$ cat src/rtl/wb_master_arbiter.sv
// Two-master Wishbone arbiter: round-robin at transaction granularity, with a
// per-transaction watchdog that terminates cycles a slave never acknowledges.
module wb_master_arbiter #(
  parameter int unsigned TIMEOUT = 255
) (
  input  logic        clk,
  input  logic        rst,

  input  logic        m0_cyc_i,
  input  logic        m0_stb_i,
  input  logic        m0_we_i,
  input  logic [31:0] m0_addr_i,
  input  logic [31:0] m0_data_i,
  input  logic [3:0]  m0_sel_i,
  output logic [31:0] m0_data_o,
  output logic        m0_ack_o,

  input  logic        m1_cyc_i,
  input  logic        m1_stb_i,
  input  logic        m1_we_i,
  input  logic [31:0] m1_addr_i,
  input  logic [31:0] m1_data_i,
  input  logic [3:0]  m1_sel_i,
  output logic [31:0] m1_data_o,
  output logic        m1_ack_o,

  output logic        s_cyc_o,
  output logic        s_stb_o,
  output logic        s_we_o,
  output logic [31:0] s_addr_o,
  output logic [31:0] s_data_o,
  output logic [3:0]  s_sel_o,
  input  logic [31:0] s_data_i,
  input  logic        s_ack_i,

  output logic        timeout_o,
  output logic        timeout_master_o
);

  localparam int unsigned AW = 32;
  localparam int unsigned DW = 32;
  localparam int unsigned SW = 4;
  localparam int unsigned CW = 16;

  typedef enum logic [1:0] {
    IDLE   = 2'd0,
    GRANT0 = 2'd1,
    GRANT1 = 2'd2
  } state_t;

  state_t          state;
  state_t          state_nxt;
  logic            last;
  logic [CW-1:0]   wd_cnt;

  logic            req0;
  logic            req1;
  logic            granted;
  logic            owner;
  logic            wd_expired;
  logic            done;

  logic            sel_cyc;
  logic            sel_stb;
  logic            sel_we;
  logic [AW-1:0]   sel_addr;
  logic [DW-1:0]   sel_data;
  logic [SW-1:0]   sel_sel;

  assign req0    = m0_cyc_i & m0_stb_i;
  assign req1    = m1_cyc_i & m1_stb_i;
  assign granted = (state == GRANT0) || (state == GRANT1);
  assign owner   = (state == GRANT1);

  // Request fields of whichever master currently owns the bus
  always_comb begin
    sel_cyc  = 1'b0;
    sel_stb  = 1'b0;
    sel_we   = 1'b0;
    sel_addr = '0;
    sel_data = '0;
    sel_sel  = '0;
    if (state == GRANT0) begin
      sel_cyc  = m0_cyc_i;
      sel_stb  = m0_stb_i;
      sel_we   = m0_we_i;
      sel_addr = m0_addr_i;
      sel_data = m0_data_i;
      sel_sel  = m0_sel_i;
    end else if (state == GRANT1) begin
      sel_cyc  = m1_cyc_i;
      sel_stb  = m1_stb_i;
      sel_we   = m1_we_i;
      sel_addr = m1_addr_i;
      sel_data = m1_data_i;
      sel_sel  = m1_sel_i;
    end
  end

  // Watchdog fires in the TIMEOUT-th granted cycle; an abandoned cycle never times out
  assign wd_expired = granted & sel_cyc & ~s_ack_i & (wd_cnt == CW'(TIMEOUT - 1));
  assign done       = granted & (s_ack_i | ~sel_cyc | wd_expired);

  always_ff @(posedge clk) begin
    if (rst) begin
      state <= IDLE;
    end else begin
      state <= state_nxt;
    end
  end

  always_comb begin
    state_nxt = state;
    case (state)
      IDLE: begin
        if (req0 && req1) begin
          state_nxt = last ? GRANT0 : GRANT1;
        end else if (req1) begin
          state_nxt = GRANT1;
        end else if (req0) begin
          state_nxt = GRANT0;
        end
      end
      GRANT0, GRANT1: begin
        if (done) begin
          state_nxt = IDLE;
        end
      end
      default: state_nxt = IDLE;
    endcase
  end

  // Shared-bus and return paths are muxed straight from state for zero added latency
  always_comb begin
    s_cyc_o   = 1'b0;
    s_stb_o   = 1'b0;
    s_we_o    = 1'b0;
    s_addr_o  = '0;
    s_data_o  = '0;
    s_sel_o   = '0;
    m0_ack_o  = 1'b0;
    m0_data_o = '0;
    m1_ack_o  = 1'b0;
    m1_data_o = '0;
    timeout_o = 1'b0;
    if (granted) begin
      s_cyc_o   = sel_cyc & ~wd_expired;
      s_stb_o   = sel_stb & ~wd_expired;
      s_we_o    = sel_we;
      s_addr_o  = sel_addr;
      s_data_o  = sel_data;
      s_sel_o   = sel_sel;
      timeout_o = wd_expired;
      if (owner) begin
        m1_ack_o  = (s_ack_i & sel_cyc) | wd_expired;
        m1_data_o = wd_expired ? '0 : s_data_i;
      end else begin
        m0_ack_o  = (s_ack_i & sel_cyc) | wd_expired;
        m0_data_o = wd_expired ? '0 : s_data_i;
      end
    end
  end

  // Round-robin history, watchdog count and sticky timeout source
  always_ff @(posedge clk) begin
    if (rst) begin
      last             <= 1'b0;
      wd_cnt           <= '0;
      timeout_master_o <= 1'b0;
    end else begin
      if ((state == IDLE) && (state_nxt != IDLE)) begin
        last   <= (state_nxt == GRANT1);
        wd_cnt <= '0;
      end else if (granted && !done && (wd_cnt != '1)) begin
        wd_cnt <= wd_cnt + CW'(1);
      end
      if (wd_expired) begin
        timeout_master_o <= owner;
      end
    end
  end

endmodule
$ cat config.mk
export PLATFORM = sky130hd
export DESIGN_NAME = wb_master_arbiter
export DESIGN_NICKNAME = d
export VERILOG_FILES = /design/src/rtl/wb_master_arbiter.sv
export SDC_FILE = /design/constraint.sdc
export NUM_CORES = 1
export LEC_CHECK = 0
export CAP_MARGIN = 20
export CORE_AREA = 2 2 121 123
export DETAILED_ROUTE_END_ITERATION = 7
export DIE_AREA = 0 0 123 125
export GPL_TIMING_DRIVEN = 0
export PLACE_DENSITY_LB_ADDON = 0.1
export SYNTH_ARGS = -nofsm -noshare
export SYNTH_HDL_FRONTEND = slang
export SYNTH_SLANG_ARGS = --single-unit
export TNS_END_PERCENT = 5
$ cat constraint.sdc
create_clock -name clk -period 3.3 [get_ports clk]
set_clock_uncertainty 0.15 [all_clocks]
set_input_delay 0.99 -clock clk [delete_from_list [all_inputs] [get_ports clk]]
set_output_delay 0.99 -clock clk [all_outputs]
set_load 0.02 [all_outputs]
# Word level (Yosys, flattened, before mapping)
# Index checks and enable logic that the tools add are counted.
# classes
add_sub_neg,1
n_eq_ne,5
n_mux,34
bitwise,15
n_reduce_logical,10
# op_table
cell,n
two-way mux 32 bit,11
"adder 16 x 1 -> 16 bit, second input constant",1
"equality test 16 x 8 -> 1 bit, second input constant",1
"!= test 16 bit, second input constant",1
two-way mux 1 bit,14
two-way mux 4 bit,3
two-way mux 2 bit,5
bitwise AND 1 bit,9
"equality test 2 bit, second input constant",2
logical AND 1 bit,4
case mux 2 bit (2 select lines),1
OR reduction 2 bit,2
NOT 1 bit,3
bitwise OR 1 bit,3
"equality test 2 x 1 -> 1 bit, second input constant",1
logical NOT 2 bit,1
nonzero test 2 bit,1
logical NOT 1 bit,1
logical OR 1 bit,1
# word_totals
register_bits,20
in_bits,177
output_inout_bits,139
wordCells,69

# Logic depth before layout (Yosys ltp)
# logic_depth
depth_word,13
mapped_depth,9
ltp_nobuf,7

# Least setup slack after synthesis
# OpenSTA, ideal clock, no wires.
# synth_timing
path_kind,input port to output port
from,input port s_ack_i
to,output port m0_ack_o
arrival_ns,2.257
required_time_ns,2.160
path_slack_ns,-0.097
cell_stages,5
path_buffers,0
path_cell_list,nand2b_1 a21o_1 nor2_1 o21ai_0 nor2_1
# synth_via
elab_chain_cells,6
word_cells_on_any_way,7
classes_between,mux: 2; bitwise: 5
# synth_rtl
element,line_no,source
"start, declared",34,"input logic s_ack_i,"
NOT 1 bit,101,assign wd_expired = granted & sel_cyc & ~s_ack_i & (wd_cnt == CW'(TIMEOUT - 1));
bitwise AND 1 bit (2 in a row),101,
bitwise OR 1 bit (*),158,m0_ack_o = (s_ack_i & sel_cyc) | wd_expired;
two-way mux 1 bit (*),154,if (owner) begin
two-way mux 1 bit (*),146,if (granted) begin
"end, declared",16,"output logic m0_ack_o,"
# Every way passes the cells marked *; elsewhere a longest branch is shown, timed or not.

# Worst setup path in the final report
# layout_timing
from,input port s_ack_i
to,output port m0_data_o[7]
# layout_via
elab_chain_cells,6
# layout_rtl
element,line_no,source
NOT 1 bit,101,
bitwise AND 1 bit (2 in a row),101,
two-way mux 32 bit,159,m0_data_o = wd_expired ? '0 : s_data_i;
two-way mux 32 bit,154,
two-way mux 32 bit,146,
"end, declared",15,"output logic [31:0] m0_data_o,"
# Every way passes these cells.

==> flow_summary.json <==
{
  "crit_path_end_kind": "primary output",
  "ys_types": 38,
  "violations": "negative setup slack",
  "vias": 4133,
  "dp_hpwl_mm": 14.0,
  "layout-area-overhead-vs-synth_pct": 135,
  "postRouteAntennaNets": 0,
  "fin_crit_ps": 3350,
  "synthesis.area_sq_um": 2660,
  "grt_pass1_vias": 3936,
  "synth_edf_count": 0,
  "die_h_um": 125,
  "dr.max_layer_used": "met5",
  "dp_slack_ps": -1230,
  "synth_cells": 376,
  "power_density_nw_per_um2": 238,
  "insertion_delay_ps": 250,
  "htree_levels": 1,
  "drive_gt1_share_pct": 27.2,
  "fin_nets": 898,
  "initial_core_util_pct": 18.7,
  "fin_crit_sh_pct": 102,
  "nFillCells": 1462,
  "die_w_um": 123,
  "via_per_inst": 4.60,
  "gp_congestion": 0.921,
  "synthArstFlopShare_pct": 0,
  "route.met3.wl_mm": 1.17,
  "drtIter0Drc": 205,
  "port_buffers": 315,
  "design_area_sq_um": 6260,
  "grt_max_degree": 13,
  "critPathKind": "in -> out",
  "layout_setup_ws_ps": -51.5,
  "ys.flop_type": "dfxtp_1",
  "reg2reg_depth": 9,
  "drv_cap": 0,
  "wl_per_cell_um": 19.2,
  "cts_num_sinks": 20,
  "synth_compound_area_share_pct": 27.9,
  "yosys.area_share.xor_xnor_pct": 1.32,
  "final_core_util_pct": 44.1,
  "layout_commonest_cell": "clkdlybuf4s50_1",
  "synthSimpleGateAreaFrac_pct": 46.5,
  "ys_seq_area_share_pct": 15.1,
  "hold_depth": 2,
  "syn_nets": 559,
  "required_ps": 2160,
  "die_area_sq_um": 15400,
  "whs_ps": 354,
  "rows": 44,
  "rsz0062_at_grt": "true",
  "finalHoldViolCount": 0,
  "grt_overflow": 0,
  "reg2reg_slack_ps": 770,
  "post_dp_cell_area_sq_um": 6040,
  "fmax_mhz": 298,
  "r2r-end": "wd_cnt[15]$_SDFFE_PP0P_",
  "min_from": "wd_cnt[12]$_SDFFE_PP0P_",
  "antenna_found_initial": 1,
  "hp-class": "reg -> reg",
  "grt_use_total_pct": 20.4,
  "ys_seq_elements": 20,
  "status": "complete, but fails checks",
  "synth_top_family_by_area": "simple AND/OR/NAND/NOR gates",
  "cts_made_buffers": 3,
  "cts_tree": "yes",
  "cp-start-kind": "input port",
  "clk_path_buf_depth": 2,
  "p_leak_uw": 0.00250,
  "first_pass_iters": 4,
  "yosysWarnings": 0,
  "arrival_ps": 2210,
  "finalMaxSlewViolations": 0,
  "finalSetupViolations": 57,
  "io_pins": 316,
  "wl_mm": 17.3,
  "synth_fa_ha_area_share_pct": 2.82,
  "hold_buffers": 0,
  "route.detailed.drc": 0,
  "max-vdd-ir-drop_mv": 0.275,
  "whs_endpoint": "wd_cnt[12]$_SDFFE_PP0P_",
  "grt_pass1_wl_mm": 24.3,
  "cts-root-buf": "clkbuf_16",
  "final_cell_mix": "clkdlybuf4s50_1 (174), a22oi_1 (70), nor2b_1 (67)",
  "cp_max_fo": 10,
  "core-area_sq_um": 14200,
  "n_antenna_cell": 0,
  "muxShareOfSynthArea_pct": 1.13,
  "setup_tns_ps": -1890,
  "syn_avg_cell_area_sq_um": 7.07,
  "tightest_slew_ps": 870,
  "r2r-start": "state[0]$_SDFF_PP0_",
  "wl_met2_mm": 8.68,
  "met1_length_mm": 7.15,
  "clkTransAtPathRegs_ps": 60,
  "relSlewSlack_pct": 41.6
}
-- cell usage after synthesis (2+ instances only) --
master    number  area (sq um)
dfxtp_1       20           400
and4_1         2          17.5
nor2b_1       71           444
nor3_1         4          20.0
o21ai_0       10          50.1
or3_1          7          43.8
nor2_1        17          63.8
nand4_1        7          43.8
and2_1        67           419
a21oi_1       11          55.1
buf_2          3          15.0
inv_1          5          18.8
ha_1           6          75.1
nand2b_1       2          12.5
xor2_1         4          35.0
or4_1          3          22.5
nand3_1        7          35.0
mux2i_1        3          30.0
nand2_1        8          30.0
a211oi_1       3          22.5
o31ai_1        3          22.5
clkbuf_1      27           101
and3_1         2          12.5
a22oi_1       70           526
-- logic make-up (layout without fill, tap and decap cells) --
logic type / Yosys count / count (layout)
AOI/OAI and AO/OA: 103 / 103
xor gates and xnor gates: 4 / 4
adders and majority gates: 6 / 6
buffers and inverters: 36 / 374
DFF: 20 / 20
muxes: 3 / 3
and+or+nand+nor: 204 / 204
-- layer usage --
metal | global-route usage, % | up-vias
li1 | - | 2028
met1 | 24.7 | 1944
met2 | 36.6 | 139
met3 | 5.06 | 20
met4 | 3.54 | 2
met5 | 0 | -
-- metrics by stage --
step                      total power (uW)  std cells
after floorplan                        636        376
after global placement                1110        875
after detailed placement              1120        875
after CTS                             1470        887
after global routing                  1570        898
final                                 1490        898
-- sequential cells by signal, indices dropped and copies added, names as in the netlist --
signal / count
wd_cnt: 16
state: 2
timeout_master_o: 1
last: 1
-- layout make-up --
| type | count | area [sq um] | area share, % |
|---|---|---|---|
| Buffer | 31 | 236 | 3.78 |
| Clock buffer | 3 | 75.1 | 1.20 |
| Clock inverter | 1 | 30.0 | 0.480 |
| Inverter | 5 | 18.8 | 0.300 |
| Multi-Input combinational cell | 320 | 2220 | 35.5 |
| Sequential cell | 20 | 409 | 6.53 |
| Tap cell | 184 | 230 | 3.68 |
| Timing Repair Buffer | 334 | 3040 | 48.6 |
-- what timing repair did --
item	in CTS	in global routing
pin swaps	5	8
hold endpoints to repair	0	0
gates resized for setup	543	123
setup endpoints to repair	138	137
buffers inserted	6	12
cloned	3	0
-- worst max-delay path by stage --
stage,from,end
6_report,s_ack_i,m0_data_o[7]
3_5_place_dp,s_ack_i,m0_data_o[7]
2_1_floorplan,s_ack_i,m0_ack_o
4_1_cts,m1_cyc_i,m1_data_o[9]
3_3_place_gp,s_ack_i,m0_data_o[7]
5_1_grt,state[0]$_SDFF_PP0_,m1_data_o[27]
-- worst max-delay path: stages --
cell	delay, ps
buf_6	90
nand2b_4	130
a21o_1	190
o21ai_4	230
nor2_4	90
clkbuf_8	170
and2_4	170
buf_4	150
-- where the power goes --
part           internal [uW]  leakage [uW]  switching (uW)
Clock                    241     0.0000511            96.4
Sequential               246      0.000163            4.75
Combinational            477       0.00229             423
Note: power is estimated with default switching activity, not from simulation.
